==> src/rtl/mult_parity_pipe.sv <==
// Pipelined multiplier with even-parity checking on both operands, credit-based req/ack
// admission, a first-word fall-through result queue and a saturating parity-error counter.
module mult_parity_pipe #(
  parameter int unsigned DATA_W     = 16,
  parameter int unsigned LATENCY    = 3,
  parameter int unsigned FIFO_DEPTH = 4
) (
  input  logic                  clock,
  input  logic                  reset,
  input  logic [DATA_W-1:0]     arg_a,
  input  logic                  arg_a_parity,
  input  logic [DATA_W-1:0]     arg_b,
  input  logic                  arg_b_parity,
  input  logic                  mode_signed,
  input  logic                  req,
  output logic                  ack,
  output logic [2*DATA_W-1:0]   result,
  output logic                  result_parity,
  output logic                  result_rdy,
  input  logic                  result_taken,
  output logic                  arg_parity_error,
  output logic [15:0]           err_count
);

  localparam int unsigned RES_W = 2 * DATA_W;
  localparam int unsigned ENT_W = RES_W + 2;
  localparam int unsigned CNT_W = $clog2(FIFO_DEPTH + 1);

  logic [CNT_W-1:0]         outstanding;
  logic signed [DATA_W:0]   a_ext;
  logic signed [DATA_W:0]   b_ext;
  logic [RES_W-1:0]         prod;
  logic                     in_err;
  logic [ENT_W-1:0]         in_ent;

  logic [LATENCY-1:0]       p_vld;
  logic [ENT_W-1:0]         p_ent [LATENCY];

  logic [FIFO_DEPTH-1:0]    q_vld;
  logic [ENT_W-1:0]         q_ent [FIFO_DEPTH];
  logic [FIFO_DEPTH-1:0]    q_vld_nxt;
  logic [ENT_W-1:0]         q_ent_nxt [FIFO_DEPTH];
  logic [CNT_W-1:0]         q_cnt;
  logic [CNT_W-1:0]         wr_pos;
  logic                     pop_c;
  logic                     wr_c;

  // Credit covers both pipeline and queue, so the queue can never overflow.
  assign ack = req && !reset && (outstanding < CNT_W'(FIFO_DEPTH));

  // One extra bit per operand lets a single signed multiply serve both modes.
  assign a_ext  = {mode_signed & arg_a[DATA_W-1], arg_a};
  assign b_ext  = {mode_signed & arg_b[DATA_W-1], arg_b};
  assign prod   = RES_W'(a_ext) * RES_W'(b_ext);
  assign in_err = (arg_a_parity != ^arg_a) || (arg_b_parity != ^arg_b);
  assign in_ent = in_err ? {1'b1, {(RES_W + 1){1'b0}}} : {1'b0, ^prod, prod};

  // Result pipeline
  always_ff @(posedge clock or posedge reset) begin
    if (reset) begin
      p_vld <= '0;
      for (int i = 0; i < LATENCY; i++) p_ent[i] <= '0;
    end else begin
      p_vld[0] <= ack;
      p_ent[0] <= in_ent;
      for (int i = 1; i < LATENCY; i++) begin
        p_vld[i] <= p_vld[i-1];
        p_ent[i] <= p_ent[i-1];
      end
    end
  end

  assign pop_c = q_vld[0] && result_taken;
  assign wr_c  = p_vld[LATENCY-1];

  always_comb begin
    q_cnt = '0;
    for (int i = 0; i < FIFO_DEPTH; i++) q_cnt = q_cnt + CNT_W'(q_vld[i]);
  end

  assign wr_pos = pop_c ? q_cnt - CNT_W'(1) : q_cnt;

  // Shift-register queue: entry 0 is the head; vacated slots are zeroed so an empty head reads 0.
  always_comb begin
    q_vld_nxt = q_vld;
    q_ent_nxt = q_ent;
    if (pop_c) begin
      for (int i = 0; i < FIFO_DEPTH - 1; i++) begin
        q_vld_nxt[i] = q_vld[i+1];
        q_ent_nxt[i] = q_ent[i+1];
      end
      q_vld_nxt[FIFO_DEPTH-1] = 1'b0;
      q_ent_nxt[FIFO_DEPTH-1] = '0;
    end
    if (wr_c) begin
      for (int i = 0; i < FIFO_DEPTH; i++) begin
        if (CNT_W'(i) == wr_pos) begin
          q_vld_nxt[i] = 1'b1;
          q_ent_nxt[i] = p_ent[LATENCY-1];
        end
      end
    end
  end

  always_ff @(posedge clock or posedge reset) begin
    if (reset) begin
      q_vld       <= '0;
      for (int i = 0; i < FIFO_DEPTH; i++) q_ent[i] <= '0;
      outstanding <= '0;
      err_count   <= '0;
    end else begin
      q_vld       <= q_vld_nxt;
      q_ent       <= q_ent_nxt;
      outstanding <= outstanding + CNT_W'(ack) - CNT_W'(pop_c);
      if (ack && in_err && (err_count != 16'hFFFF)) err_count <= err_count + 16'd1;
    end
  end

  assign result_rdy       = q_vld[0];
  assign result           = q_ent[0][RES_W-1:0];
  assign result_parity    = q_ent[0][RES_W];
  assign arg_parity_error = q_ent[0][RES_W+1];

endmodule
==> config.mk <==
export PLATFORM = sky130hd
export DESIGN_NAME = mult_parity_pipe
export DESIGN_NICKNAME = d
export VERILOG_FILES = /design/src/rtl/mult_parity_pipe.sv
export SDC_FILE = /design/constraint.sdc
export NUM_CORES = 1
export LEC_CHECK = 0
export ABC_AREA = 1
export CORE_MARGIN = 4
export CORE_UTILIZATION = 40
export CTS_BUF_LIST = sky130_fd_sc_hd__clkbuf_4
export CTS_CLUSTER_DIAMETER = 60
export DETAILED_ROUTE_END_ITERATION = 8
export PLACE_DENSITY = 0.57
export SLEW_MARGIN = 40
export SYNTH_ARGS = -nofsm -noshare
export SYNTH_HDL_FRONTEND = slang
export SYNTH_SLANG_ARGS = --single-unit
export TNS_END_PERCENT = 5
==> constraint.sdc <==
create_clock -name clock -period 9.22 [get_ports clock]
set_input_delay 1.844 -clock clock [delete_from_list [all_inputs] [get_ports clock]]
set_output_delay 1.844 -clock clock [all_outputs]
set_load 0.01 [all_outputs]
======== Word-level counts from Yosys, hierarchy flattened ========
Cells that the tools add are included.
storage, ports and cells
  output and inout port bits .............. 52
  register bits after elaboration ......... 264
  logic and storage cells ................. 53
  input bits .............................. 39
operators by class
  bitwise operators ....................... 2
  equal/unequal tests ..................... 6
  mux-type cells .......................... 14
  reduce and logical (&&, ||, !) cells .... 11
  multiply operators ...................... 1
  order comparisons ....................... 1
  $add $sub $neg .......................... 7
operator list
  kind                                               number
  two-way mux 136 bit                                2
  two-way mux 34 bit                                 5
  multiplier 17 x 17 -> 32 bit                       1
  parity 16 bit                                      2
  parity 32 bit                                      1
  adder 16 x 1 -> 16 bit (second input constant)     1
  inequality test 16 bit (second input constant)     1
  two-way mux 4 bit                                  2
  adder 3 x 1 -> 3 bit                               2
  == test 2 x 3 -> 1 bit (first input constant)      2
  logical AND 1 bit                                  5
  two-way mux 1 bit                                  4
  adder 2 x 1 -> 3 bit                               1
  == test 1 x 3 -> 1 bit (first input constant)      1
  zero test 3 bit                                    1
  < comparator 3 bit (second input constant)         1
  two-way mux 3 bit                                  1
  subtractor 3 x 1 -> 3 bit                          1
  subtractor 3 x 1 -> 3 bit (second input constant)  1
  adder 1 x 1 -> 2 bit                               1
  bitwise AND 1 bit                                  2
  inequality test 1 bit                              2
  zero test 1 bit                                    1
  logical OR 1 bit                                   1

======== Logic depth before layout (Yosys ltp) ========
Gate-level depths: netlist (run 1).
  depth in word-level cells ............... 8
  depth in mapped cells ................... 38
  mapped depth without buffers ............ 36

======== Least setup slack after synthesis (run 1) ========
No wires, ideal clock.
  kind .................................... input port to output port
  start ................................... in reset
  end ..................................... out ack
  stages on the path ...................... 3
  path slack .............................. -0.504 ns
  arrival time ............................ 7.880 ns
  required time ........................... 7.376 ns
  path buffers ............................ 0
  cell sequence ........................... inv_1 > nand2_1 > nor2_1
between the ends
  longest elaborated chain between the ends .. 3
RTL lines
  element                           RTL line  source
  start, declared                   9         input logic reset,
  zero test 1 bit (no source line)  --
  logical AND 1 bit (2 in a row)    49        assign ack = req && !reset && (outstanding < CNT_W'(FIFO_DEPTH));
  end, declared                     16        output logic ack,
Every way passes these cells.

======== Worst setup path after layout (run 1) ========
  start ................................... in mode_signed
  end ..................................... reg p_ent[100] (netlist bit)
between the ends
  longest elaborated chain between the ends .. 4
  elaborated cells between the ends (all ways) .. 5
  those cells by class .................... 1 x mul; 1 x mux; 2 x bitwise; 1 x reduce/logical
RTL lines
  element                                      RTL line  source
  start, declared                              14        input logic mode_signed,
  bitwise AND 1 bit, on equally long branches  52, 53
  multiplier 17 x 17 -> 32 bit *               54        assign prod = RES_W'(a_ext) * RES_W'(b_ext);
  parity 32 bit *                              56        assign in_ent = in_err ? {1'b1, {(RES_W + 1){1'b0}}} : {1'b0, ^prod, prod};
  two-way mux 34 bit *                         56
  via in_ent[32]                               34        logic [ENT_W-1:0] in_ent;
  end signal, assigned by index                68        p_ent[i] <= p_ent[i-1];
  end, declared                                37        logic [ENT_W-1:0] p_ent [LATENCY];
Mark *: on every way through the listed nets, which the timed path passes. The rest lies on a longest branch.
A chain may end at the register's enable or synchronous reset.

==> metrics.md, run 1 <==
| Metric | Value |
|---|---|
| Outcome | `completed` |
| Critical Path RT | `between 9000 and 10,000 ps` |
| F_max | `roughly 120 MHz` |
| First-pass GRT wire length | `92,700 um` |
| Crit-path most repeated cell | `nand2_1` |
| Total grt overflow | `0` |
| Crit path time final | `a little over 8000 ps` |
| Worst setup endpoint | `p_ent[100]` |
| Most used flip-flop cell after synthesis | `dfrtp_1` |
| Cell row count | `87` |
| Clk slew on worst S/H paths | `about 70 ps` |
| Asr flop ratio synth | `100%` |
| Critical Path Fanout Max | `9` |
| Top cell type's share of synthesized area | `between 20% and 30%` |
| Mapped cell area | `around 23,000 um^2` |
| Worst-Skew Late Latency | `just under 700 ps` |
| Most common cell in the synthesized netlist | `nand2_1` |
| H-Tree Level Count | `3` |
| RSZ-0062 raised after global routing | `no` |
| Clock skew | `around 38 ps` |
| Pin count of the biggest net entering global routing | `85` |
| Area Growth Syn to Fin | `10.5%` |
| Synth area leaders | `dfrtp_1 (29%), fa_1 (25%), nand2_1 (13%)` |
| Layout cells sized above 1 | `just over 6%` |
| Sequential area share after synthesis | `29.1%` |
| Crit. End Element | `flip-flop` |
| Register-to-Register Path Depth | `11` |
| Post-Syn Instances | `approximately 2,800` |
| Core area | `56,300 um^2` |
| DP HPWL | `~43,000 um` |
| Warnings, synthesis | `0` |
| Post-synth top cells | `nand2_1 (784), inv_1 (606), fa_1 (284)` |
| Rel. slew slack | `between 40% and 50%` |
| 1st-pass router iterations | `8` |
| Setup Buffers After CTS | `0` |
| Critical path type | `in -> reg` |
| CTS max path bufs | `3` |
| Synth Register Bits | `~260` |
| RePlAce Congestion | `between 0.9 and 1` |
| Syn_area_per_cell | `slightly above 8 um^2` |
| ANT nets after route | `0` |
| Nets | `3,251` |
| Global-route usage over all layers | `18.9%` |
| Hold_buf cts | `0` |
| Clk sinks | `264` |
| Post_cts resized | `0` |
| Area leader, netlist | `dfrtp_1` |
| Fin. Hold Viols | `0` |
| Critical Path Start | `mode_signed` |
| Vias per cell | `between 4 and 5` |
| Initial core utilization | `40.3%` |
| Final Setup Violations | `0` |
| Die Width | `approximately 250 um` |
| Startpoint Class | `input pin` |
| # IOs | `91` |
| Critical-path top delay cell | `fa_1` |
| Final worst-path cycle share | `around nine tenths` |
| Drt wl/cell | `15.1 um` |
| Die height | `roughly 250 um` |
| CTS tree | `yes` |
| IO buf count | `90` |
| Distinct cell type count after synthesis | `36` |
| Remaining DRCs | `0` |
| Worst r2r src | `q_vld[0]` |
| Worst path max stage delay | `between 500 and 600 ps` |
| Vias in the first global route | `between 15,000 and 20,000` |
| R2r setup slk | `approximately 5700 ps` |
| Mapped Nets | `~3,200` |
| Detailed Route Iter0 Violations | `about 950` |
| Pins Over Slew Limit | `0` |
| Total CTS buffers | `66` |
| Hold Path Class | `reg -> reg` |
| Die area | `between 60,000 and 70,000 um^2` |
| Initial antenna violation count | `2` |
| CP arrival | `roughly 9000 ps` |
| Post-Route WL | `approximately 55,000 um` |
| CTS root buf | `clkbuf_4` |
| Via count | `approximately 17,000` |
| Slew @ Worst Pin | `roughly 840 ps` |
| Critical R2R Capture | `result[17]` |
| Max-cap check violation count | `0` |
| Number of synthesized flops with an enable pin | `0` |
| TNS Setup | `0 ps` |
cells in the final DEF, fill, tap and decap left out, types with 20 or more instances in the layout:
master / count
fa_1: 284
a31oi_1: 34
buf_4: 48
clkbuf_4: 93
inv_1: 605
ha_1: 88
clkdlybuf4s50_1: 90
nor2_1: 115
nand4_1: 20
nand2_1: 779
nand3_1: 96
xnor2_1: 44
dfrtp_1: 264
o21ai_0: 184
a21oi_1: 25
xor2_1: 34
per-stage QoR:
step / cells / hold slack (ps) / worst slack, ps / cell area (um^2) / util, %
final: 3642 / 331 / 936 / 25100 / 44.6
after global routing: 3642 / 339 / 513 / 25100 / 44.6
after CTS: 3640 / 337 / 927 / 25100 / 44.5
after detailed placement: 3528 / 335 / 186 / 24200 / 43.0
after global placement: 3528 / 332 / 130 / 24200 / 43.0
after floorplan: 2786 / 331 / 1490 / 22700 / -
per-layer routing:
layer  wire length, um  GRT usage (%)  vias up  part of all wire (%)
met4              1530           5.94        0                   2.8
met1             23800           24.4     8398                    43
met2             27200           32.8      379                    50
li1                  -              -     8337                     -
met3              2340           2.88      100                   4.3
met5                 0              0        -                     0
area by class of cell:
cell class	instances	area [um^2]
Fill cell	5652	31200
Sequential cell	264	6610
Multi-Input combinational cell	1759	13100
Antenna cell	2	5.00
Clock buffer	93	698
Timing Repair Buffer	141	1290
Clock inverter	19	178
Tap cell	756	946
Inverter	608	2290
worst min-delay path by stage:
stage / startpoint / endpoint / slack (ps) / cells past startpoint
final: p_ent[51] / p_ent[17] / 330 / 0
after global routing: p_ent[88] / p_ent[54] / 340 / 0
after detailed placement: p_ent[48] / p_ent[14] / 330 / 0
after global placement: p_ent[48] / p_ent[14] / 330 / 0
after floorplan: p_ent[34] / p_ent[0] / 330 / 0
after CTS: p_ent[88] / p_ent[54] / 340 / 0
cell families after synthesis:
group                    after synthesis  synth area share [%]
XOR/XNOR                              79                  3.08
buffers and inverters                763                  13.4
adder cells (fa/ha/maj)              372                  29.9
AND/OR/NAND/NOR                     1055                  18.6
AO/OA/AOI/OAI                        253                  5.88
flip-flops                           264                  29.1
sequential cells by signal (all words and copies together), names as in the netlist:
| register | flops |
|---|---|
| q_vld | 4 |
| result_parity | 1 |
| arg_parity_error | 1 |
| err_count | 16 |
| outstanding | 3 |
| p_vld | 3 |
| result | 32 |
| p_ent | 102 |
| q_ent | 102 |
worst max-delay path: cells and delay by family:
kind | cells | cell delay (ps)
compound gates | 1 | 150
fa+ha+maj | 7 | 3440
buf+inv | 5 | 1230
simple gates | 16 | 2150
Power of run 1 is not shown: default switching activity piles up to over one toggle a cycle in this logic, so the estimate is an artifact.
==> run 2: changes to the inputs <==
CORE_MARGIN = 2   (was 4)
==> metrics.md, run 2 (synthesis gave the netlist of run 1 again) <==
| Metric | Value |
|---|---|
| Core area | `56,300 um^2 (unchanged)` |
| Critical Path RT | `9770 ps (about the same)` |
| Layout cells sized above 1 | `5.88% (-0.32 points)` |
| Combined flip-flop and latch cell area | `6610 um^2 (unchanged)` |
| Crit. End Element | `flip-flop` |
| Area of the multi-input gates | `13,100 um^2 (unchanged)` |
| Pins Over Slew Limit | `0 (unchanged)` |
| Cells after DPL | `3,526 (-0.057%)` |
| Layout filler cell count | `5,586 (-1.2%)` |
| Pin count of the biggest net entering global routing | `85 (unchanged)` |
| Final worst-path cycle share | `90.7% (+0.81 points)` |
| Post-Route WL | `54,700 um (-0.26%)` |
| Clk sinks | `264 (unchanged)` |
| Nets | `3,244 (-0.22%)` |
| WP buf/inv | `5 (unchanged)` |
| Startpoint Class | `input pin` |
| Final Setup Violations | `0 (unchanged)` |
| Non-filler cells, final | `3,630 (-0.33%)` |
| Hold_buf cts | `0 (unchanged)` |
| TNS Setup | `0 ps (unchanged)` |
| Initial core utilization | `40.3% (unchanged)` |
| Outcome | `completed` |
| Total CTS buffers | `61 (-7.6%)` |
| Hold Path Class | `reg -> reg` |
| H-Tree Level Count | `2 (-1)` |
| Initial antenna violation count | `1 (-1)` |
| Fin. Hold Viols | `0 (unchanged)` |
| Clock skew | `42.3 ps (+3.87 ps)` |
| Detailed Route Iter0 Violations | `965 (+2.0%)` |
| First-pass GRT wire length | `91,600 um (-1.1%)` |
| Commonest non-fill, non-tap cell in the layout | `nand2_1` |
| Worst-Skew Late Latency | `690 ps (about the same)` |
| IO buf count | `90 (unchanged)` |
| Clk slew on worst S/H paths | `60 ps (about the same)` |
| CP top delay family | `adder cells` |
| Area Growth Syn to Fin | `10.1%` |
| Final core utilization | `44.4% (-0.17 points)` |
| Drt wl/cell | `15.1 um (about the same)` |
| Critical Path Start | `mode_signed` |
| CP arrival | `8910 ps (+60 ps)` |
| Global-route usage over all layers | `19.1% (+0.20 points)` |
| RePlAce Congestion | `0.909 (+0.11%)` |
| Via count | `17,164 (-0.29%)` |
| Critical-path top delay cell | `fa_1` |
| Remaining DRCs | `0 (unchanged)` |
| Rel. slew slack | `50.4% (+6.8 points)` |
| Setup Buffers After CTS | `0 (unchanged)` |
| Worst path max stage delay | `620 ps (+40 ps)` |
| F_max | `120 MHz (-0.90%)` |
| Critical path type | `in -> reg` |
| CTS tree | `yes` |
| Critical Path Fanout Max | `9 (unchanged)` |
| ANT nets after route | `0 (unchanged)` |
| Crit-path most repeated cell | `nand2_1` |
| CTS root buf | `clkbuf_4` |
| Max-cap check violation count | `0 (unchanged)` |
| Total grt overflow | `0 (unchanged)` |
| Die area | `58,600 um^2 (-3.2%)` |
| Vias per cell | `4.73 (about the same)` |
| Die height | `242 um (-1.6%)` |
| Slew @ Worst Pin | `742 ps (-100 ps)` |
| Worst hold start | `p_ent[79]` |
| Leading cell types in the layout, fill and taps excluded | `nand2_1 (779), inv_1 (605), fa_1 (284)` |
| Crit path time final | `8360 ps (+74.9 ps)` |
| Vias in the first global route | `17,911 (-1.5%)` |
| CTS max path bufs | `3 (unchanged)` |
| 1st-pass router iterations | `7 (-1)` |
| DP HPWL | `42,600 um (-0.16%)` |
| Worst r2r src | `q_vld[0]` |
| Post_cts resized | `0 (unchanged)` |
| Cell row count | `87 (unchanged)` |
| # IOs | `91 (unchanged)` |
| Die Width | `242 um (-1.6%)` |
| RSZ-0062 raised after global routing | `no` |
run 2: changes by cell type in the layout (fill, tap and decap cells not counted), sizes merged:
cell	previous run	this run
buf	51	49
diode	2	1
inv	609	607
clkinv	13	12
bufinv	4	2
clkbuf	93	89
run 2: final timing paths:
check,depth (start not counted),slack [ps],to
max,29,860,p_ent[100]
min,0,320,p_ent[45]
max reg2reg,11,5740,result[4]
min reg2reg,0,320,p_ent[45]
max in group asynchronous,5,5630,p_ent[64]
min in group asynchronous,2,1470,q_ent[77]
run 2: metrics by stage:
stage	area (um^2)	hold slack, ps	setup slack, ps
3_3_place_gp	24200	332	246
4_1_cts	25000	319	962
5_1_grt	25000	328	581
2_1_floorplan	22700	331	1490
6_report	25000	317	861
3_5_place_dp	24200	335	211
run 2: worst reg2reg max path, stage by stage, from the launching register on:
cell     delay (ps)
dfrtp_1         480
fa_1            520
ha_1            200
ha_1            290
inv_1            50
ha_1            280
o21ai_0         240
nor2_1          120
nand2_2         400
buf_4           540
nor2_1          140
a31oi_1         160
run 2: layer usage:
layer / up-vias / share of wire (%) / wire length, um / global-route usage, %
li1: 8321 / - / - / -
met1: 8424 / 44 / 24300 / 24.9
met2: 333 / 50 / 27300 / 33.7
met3: 86 / 3.5 / 1900 / 1.88
met4: 0 / 2.3 / 1290 / 5.56
met5: - / 0 / 0 / 0
run 2: final cells by class:
type | instances | share of cell area (%)
clock buffers | 89 | 2.67
inverters | 608 | 9.15
repair buffers | 139 | 5.22
flip-flops and latches | 264 | 26.4
well taps | 756 | 3.79
clock inverters | 14 | 0.426
diodes | 1 | 0.0100
multi-input cells | 1759 | 52.3
Power of run 2 is left out for the same reason.
